`src/rtl/ahb_arbiter.sv`:
```
// Four-master AHB bus arbiter: round-robin grant with burst and locked-transfer hold.
// Grant, owner and lock state advance only when hready completes a transfer phase.
module ahb_arbiter #(
  parameter int unsigned DEFAULT_MASTER = 0
) (
  input  logic       hclk,
  input  logic       hresetn,
  input  logic [3:0] hbusreq,
  input  logic [3:0] hlock,
  input  logic [1:0] htrans,
  input  logic [2:0] hburst,
  input  logic       hready,
  input  logic       hresp,
  output logic [3:0] hgrant,
  output logic [1:0] hmaster,
  output logic       hmastlock
);

  localparam logic [1:0] HTRANS_IDLE   = 2'b00;
  localparam logic [1:0] HTRANS_BUSY   = 2'b01;
  localparam logic [1:0] HTRANS_NONSEQ = 2'b10;
  localparam logic [1:0] HTRANS_SEQ    = 2'b11;

  localparam logic [1:0] ST_ARB   = 2'd0;
  localparam logic [1:0] ST_BURST = 2'd1;
  localparam logic [1:0] ST_LOCK  = 2'd2;

  localparam logic [1:0] DEF_IDX   = DEFAULT_MASTER[1:0];
  localparam logic [3:0] DEF_GRANT = 4'b0001 << DEF_IDX;

  logic [3:0] cnt_r;
  logic [1:0] last_r;
  logic [3:0] cnt_nxt_s;
  logic [1:0] gidx_s;
  logic [2:0] pick_s;
  logic [1:0] state_s;
  logic [3:0] grant_nxt_s;
  logic [1:0] last_nxt_s;

  function automatic logic [1:0] onehot_to_idx(input logic [3:0] oh);
    logic [1:0] idx;
    case (oh)
      4'b0010: idx = 2'd1;
      4'b0100: idx = 2'd2;
      4'b1000: idx = 2'd3;
      default: idx = 2'd0;
    endcase
    return idx;
  endfunction

  // Walk from lowest to highest priority so the nearest requester after last wins.
  function automatic logic [2:0] rr_pick(input logic [3:0] req, input logic [1:0] last);
    logic [2:0] res;
    logic [1:0] idx;
    res = 3'b000;
    for (int k = 4; k >= 1; k--) begin
      idx = last + 2'(k);
      if (req[idx]) begin
        res = {1'b1, idx};
      end
    end
    return res;
  endfunction

  assign gidx_s = onehot_to_idx(hgrant);
  assign pick_s = rr_pick(hbusreq, last_r);

  // Beat counter next value; an ERROR response ends the burst even during a stall.
  always_comb begin
    cnt_nxt_s = cnt_r;
    if (hresp) begin
      cnt_nxt_s = 4'd0;
    end else if (hready) begin
      case (htrans)
        HTRANS_NONSEQ: begin
          case (hburst)
            3'd2, 3'd3: cnt_nxt_s = 4'd3;
            3'd4, 3'd5: cnt_nxt_s = 4'd7;
            3'd6, 3'd7: cnt_nxt_s = 4'd15;
            default:    cnt_nxt_s = 4'd0;
          endcase
        end
        HTRANS_SEQ: begin
          if (cnt_r != 4'd0) begin
            cnt_nxt_s = cnt_r - 4'd1;
          end else begin
            cnt_nxt_s = cnt_r;
          end
        end
        HTRANS_IDLE: cnt_nxt_s = 4'd0;
        HTRANS_BUSY: cnt_nxt_s = cnt_r;
        default:     cnt_nxt_s = cnt_r;
      endcase
    end else begin
      cnt_nxt_s = cnt_r;
    end
  end

  // Hold classification: a lock outranks an unfinished burst.
  always_comb begin
    state_s = ST_ARB;
    if (hlock[gidx_s]) begin
      state_s = ST_LOCK;
    end else if (cnt_nxt_s != 4'd0) begin
      state_s = ST_BURST;
    end else begin
      state_s = ST_ARB;
    end
  end

  // Grant selection; parking on the default master leaves the round-robin pointer alone.
  always_comb begin
    grant_nxt_s = hgrant;
    last_nxt_s  = last_r;
    if (state_s == ST_ARB) begin
      if (pick_s[2]) begin
        grant_nxt_s = 4'b0001 << pick_s[1:0];
        last_nxt_s  = pick_s[1:0];
      end else begin
        grant_nxt_s = DEF_GRANT;
        last_nxt_s  = last_r;
      end
    end else begin
      grant_nxt_s = hgrant;
      last_nxt_s  = last_r;
    end
  end

  // State registers: owner follows the grant one accepted edge later.
  always_ff @(posedge hclk) begin
    if (!hresetn) begin
      hgrant    <= DEF_GRANT;
      hmaster   <= DEF_IDX;
      hmastlock <= 1'b0;
      cnt_r     <= 4'd0;
      last_r    <= 2'd3;
    end else begin
      cnt_r <= cnt_nxt_s;
      if (hready) begin
        hgrant    <= grant_nxt_s;
        last_r    <= last_nxt_s;
        hmaster   <= gidx_s;
        hmastlock <= hlock[gidx_s];
      end
    end
  end

endmodule

```
`config.mk`:
```
export PLATFORM = sky130hd
export DESIGN_NAME = ahb_arbiter
export DESIGN_NICKNAME = d
export VERILOG_FILES = /design/src/rtl/ahb_arbiter.sv
export SDC_FILE = /design/constraint.sdc
export NUM_CORES = 1
export LEC_CHECK = 0
export BUFFER_PORTS_ARGS = -buffer_cell sky130_fd_sc_hd__buf_2
export CORE_UTILIZATION = 30
export CTS_CLUSTER_DIAMETER = 50
export DETAILED_ROUTE_END_ITERATION = 8
export GPL_TIMING_DRIVEN = 0
export SETUP_SLACK_MARGIN = 0.2
export SLEW_MARGIN = 10
export SYNTH_ARGS = -nofsm -noshare
export SYNTH_HDL_FRONTEND = slang
export SYNTH_SLANG_ARGS = --single-unit
```
`constraint.sdc`:
```
create_clock -name hclk -period 3.6 [get_ports hclk]
set_input_delay 0.72 -clock hclk [delete_from_list [all_inputs] [get_ports hclk]]
set_output_delay 0.72 -clock hclk [all_outputs]
set_load 0.01 [all_outputs]
```
# After elaboration in Yosys (flattened, before gate mapping)
# Index checks and enable logic that the tools add are counted.
# op_classes
n_reduce_logical	9
bitwise	0
div	0
shift	1
n_lt_le_gt_ge	5
multipliers	0
muxes	23
eq_ne	12
add_sub_neg	4
# ops
operator	n
two-way mux 4 bit	4
case mux 4 bit (4 select lines)	1
less-than comparator 2 x 3 -> 1 bit, second input constant	5
equality test 3 bit, second input constant	4
two-way mux 3 bit	4
case mux 4 bit (3 select lines)	1
binary-select mux 1 bit (select 2 bit)	5
nonzero test 4 bit	2
equality test 3 x 2 -> 1 bit, second input constant	2
two-way mux 1 bit	6
case mux 2 bit (3 select lines)	1
OR reduction 2 bit	3
adder 2 bit, second input constant	2
equality test 2 bit, second input constant	2
equality test 4 x 2 -> 1 bit, second input constant	1
equality test 4 x 3 -> 1 bit, second input constant	1
equality test 4 bit, second input constant	1
logical NOT 2 bit	2
<< shifter 1 x 2 -> 4 bit, first input constant	1
subtractor 4 x 1 -> 4 bit, second input constant	1
AND reduction 3 bit	1
adder 2 x 1 -> 2 bit, second input constant	1
equality test 2 x 1 -> 1 bit, second input constant	1
two-way mux 2 bit	1
AND reduction 2 bit	1
# word_totals
latchBits	0
ramBits	0
elab_cells	59
output_inout_bits	7
rom_bits	0
memories	0
regBits	13

# Logic depth before layout (Yosys ltp)
# logic_depth
depth_word	11
depth_mapped	8

# Worst setup path before layout
# No wires, ideal clock.
# synth_path
path_type	input to register
start	input port htrans[1]
end	register last_r[0]
path_slack_ns	1.340
path_buffers	0
arrival_ns	2.121
setup_ns	0.139
stages	6
required_ns	3.461
path_cell_list	nor4b_1 -> mux2i_1 -> a211oi_1 -> or4_4 -> o21ai_0 -> o311ai_1
# synth_between
elab_chain_len	9
word_cells_on_any_way	12
classes_between	3 x eq/ne; 5 x mux; 4 x reduce/logical
# synth_lines
element	line_no	text
from (decl)	10	input logic [1:0] htrans,
equality test 2 x 1 -> 1 bit (tied with other cells)	74	case (htrans)
case mux 4 bit (4 select lines) *	74	
two-way mux 4 bit *	73	end else if (hready) begin
two-way mux 4 bit *	71	if (hresp) begin
nonzero test 4 bit *	104	end else if (cnt_nxt_s != 4'd0) begin
two-way mux 1 bit *	104	
two-way mux 2 bit *	102	if (hlock[gidx_s]) begin
logical NOT 2 bit *	115	if (state_s == ST_ARB) begin
AND reduction 3 bit (no source line) *	--	
to (signal assigned)	141	last_r <= last_nxt_s;
to (decl)	32	logic [1:0] last_r;
# Every way passes the cells marked *; elsewhere a longest branch is shown, timed or not.
# A chain may end at the register's enable or synchronous reset.

# Worst setup path in the final report
# layout_path
start	register cnt_r[0]
end	register last_r[1]
# layout_between
elab_chain_len	10
word_cells_on_any_way	11
classes_between	1 x add/sub; 6 x mux; 4 x reduce/logical
# layout_lines
element	line_no	text
from (decl)	31	logic [3:0] cnt_r;
from (signal assigned)	138	cnt_r <= cnt_nxt_s;
subtractor 4 x 1 -> 4 bit / nonzero test 4 bit (equally long branches)	85, 84	
two-way mux 4 bit	84	if (cnt_r != 4'd0) begin
case mux 4 bit (4 select lines)	74	
two-way mux 4 bit *	73	
two-way mux 4 bit *	71	
nonzero test 4 bit *	104	
two-way mux 1 bit *	104	
two-way mux 2 bit *	102	
logical NOT 2 bit *	115	
AND reduction 3 bit (no source line) *	--	
# Marked as above.

==> results.py <==
metrics = {
    "cts": {
        "cts_hold_buffers": 0,
        "ctsRootBufferMaster": "clkbuf_4",
        "clk_pin_slew_ns": 0.09,
        "numCtsBuffers": 3,
        "cts_tree": "built",
        "cts_resized": 0,
        "numClockSinks": 13,
        "max-clock-path-buffers": 2,
        "h-tree-depth": 1,
        "cts_setup_buffers": 0,
        "clock_latency_ns": 0.28,
    },
    "floorplanning": {
        "rows": 19,
        "pin_count": 24,
        "die_h_um": 55.6,
        "initial_core_util_pct": 31.5,
        "dieArea_um2": 3090,
        "die_x_um": 55.6,
        "core_um2": 2730,
    },
    "final_layout": {
        "final_net_count": 154,
        "drive_gt1_share_pct": 23.0,
        "layout_common_cells": "buf_2, dfxtp_1, nand2_1",
        "area_growth_pct": 20.5,
        "n_antenna_cell": 0,
        "layout_commonest_cell": "buf_2",
        "fillCellCount": 293,
    },
    "setup_path": {
        "cp.required_ns": 3.81,
        "arrival_ns": 2.57,
        "crit_type": "reg2reg",
        "worstSetupEndpointType": "flip-flop",
        "crit_path_start_kind": "flip-flop",
        "rr_worst_depth": 8,
        "cp_max_fo": 5,
    },
    "route": {
        "drt_first_pass_iters": 4,
        "viasPerCell": 5.34,
        "vias": 887,
        "totalWireLength_um": 1960,
        "first_iter_violations": 20,
        "wl_per_cell_um": 11.8,
        "drtAntennaViolNets": 0,
        "drcViolationCount": 0,
    },
    "timing": {
        "fmax_mhz": 423,
        "finalHoldViolCount": 0,
        "finalCritPeriodShare_pct": 65.7,
        "rsz0062_at_grt": "no",
        "setup_viol": 0,
        "fin_skew_ns": 0.0101,
        "tightest_slew_ns": 0.530,
        "drv_slew": 0,
        "post-route-min-period_ns": 2.36,
        "fin_tns_setup_ns": 0,
        "finalWorstSetupSlack_ns": 1.24,
        "slew_headroom_pct": 64.3,
    },
    "pwr": {
        "cellPowerDensity_nw_per_um2": 305,
        "peakVddDrop_v": 0.000162,
        "p_leak_nw": 0.441,
    },
    "placed_design": {
        "dp_hpwl_um": 1550,
        "dpl_worst_slack_ns": 1.01,
        "place_congestion": 0.779,
        "place.port_buffers": 22,
    },
    "synthesis": {
        "ys_ff_latch": 13,
        "synth_cell_types": 41,
        "synth_warnings": 0,
        "synth_cells": 109,
        "syn_avg_cell_area_um2": 7.90,
        "seq_area_frac_synth_pct": 30.2,
        "async_reset_ff_share_pct": 0,
        "syn_area_um2": 861,
        "ys.flop_type": "dfxtp_1",
        "syn_nets": 127,
        "synth_edf_count": 0,
    },
    "worst_hold_path": {
        "hold_path_class": "reg2reg",
        "min_path_cells": 1,
    },
    "outcome": {
        "status": "complete, no violations",
    },
    "grt": {
        "grt_pass1_wl_um": 3460,
        "antenna_found_initial": 0,
        "grt_pass1_vias": 841,
        "track_usage_pct": 13.7,
        "grt_max_degree": 11,
        "overflow": 0,
    },
    "job": {
        "maxCapViolCount": 0,
    },
}
## sequential cells by signal (all words and copies together), names as in the netlist
name and cells:
hgrant 4, last_r 2, cnt_r 4, hmaster 2, hmastlock 1
## through the flow
step	util, %	instances	hold slack (ns)	power (mW)	cell area [um^2]
2_1_floorplan	-	109	0.508	0.204	861
3_3_place_gp	36.9	162	0.490	0.227	1010
3_5_place_dp	36.9	162	0.497	0.229	1010
4_1_cts	37.9	166	0.515	0.318	1040
5_1_grt	37.9	166	0.551	0.335	1040
6_report	37.9	166	0.506	0.316	1040
## power by group
group | internal (mW) | switching (mW) | total (mW) | leakage, nW
Clock | 0.0411 | 0.0491 | 0.0902 | 0.0177
Sequential | 0.149 | 0.00568 | 0.155 | 0.106
Combinational | 0.0318 | 0.0393 | 0.0711 | 0.318
Total | 0.222 | 0.0940 | 0.316 | 0.441
## cell usage after synthesis, types with 2 or more instances
| library cell | count | area, um^2 |
|---|---|---|
| dfxtp_1 | 13 | 260 |
| nand2_1 | 11 | 41.3 |
| o21ai_0 | 9 | 45.0 |
| inv_1 | 7 | 26.3 |
| a21oi_1 | 6 | 30.0 |
| mux2i_1 | 5 | 50.1 |
| clkbuf_1 | 4 | 15.0 |
| nor2_1 | 4 | 15.0 |
| nor2b_1 | 4 | 25.0 |
| nor4_1 | 4 | 25.0 |
| a211oi_1 | 3 | 22.5 |
| nor3b_1 | 3 | 22.5 |
| a221o_1 | 2 | 20.0 |
| a31oi_1 | 2 | 12.5 |
| and2_1 | 2 | 12.5 |
| nand2b_1 | 2 | 12.5 |
| nand3b_1 | 2 | 15.0 |
| o21a_1 | 2 | 15.0 |
| xnor2_1 | 2 | 17.5 |
## metal layers
metal	wire length (um)	vias up	track usage, %	part of all wire (%)
met1	924	404	16.8	47
met3	89	2	3.04	4.6
met5	0	-	0	0
li1	-	455	-	-
met2	927	26	23.9	47
met4	13	0	3.57	0.66
## final timing paths
kind	start	to	slack, ns
setup reg to reg	cnt_r[0]	last_r[1]	1.24
hold / removal	hmastlock	hmastlock	0.51
setup / recovery	cnt_r[0]	last_r[1]	1.24
hold reg to reg	hmastlock	hmastlock	0.51
## critical path, stage by stage (launching register included)
cell	delay, ns
dfxtp_1	0.40
inv_1	0.06
ha_1	0.24
or3b_2	0.20
a31oi_1	0.12
a32o_1	0.30
nor4_1	0.49
nand2_1	0.25
o211ai_1	0.23
## cell type report
cell class,count,area (um^2),area share [%]
clock inverter,1,5.00,0.483
clock buffer,3,22.5,2.17
tap,31,38.8,3.74
timing repair buffer,22,110,10.6
sequential,13,260,25.1
inverter,8,30.0,2.90
multi-input combinational,83,551,53.1
buffer,5,20.0,1.93
## cell families (layout without fill, tap and decap cells)
kind of cell | after synthesis | after routing | share of synthesized area [%]
DFF | 13 | 13 | 30.2
xor gates and xnor gates | 2 | 2 | 2.04
muxes | 5 | 5 | 5.81
and+or+nand+nor | 40 | 40 | 27.3
AOI/OAI and AO/OA | 35 | 35 | 27.3
adders and majority gates | 1 | 1 | 1.45
buffers and inverters | 13 | 39 | 5.81
No activity file was read; power rests on OpenSTA's default activity.
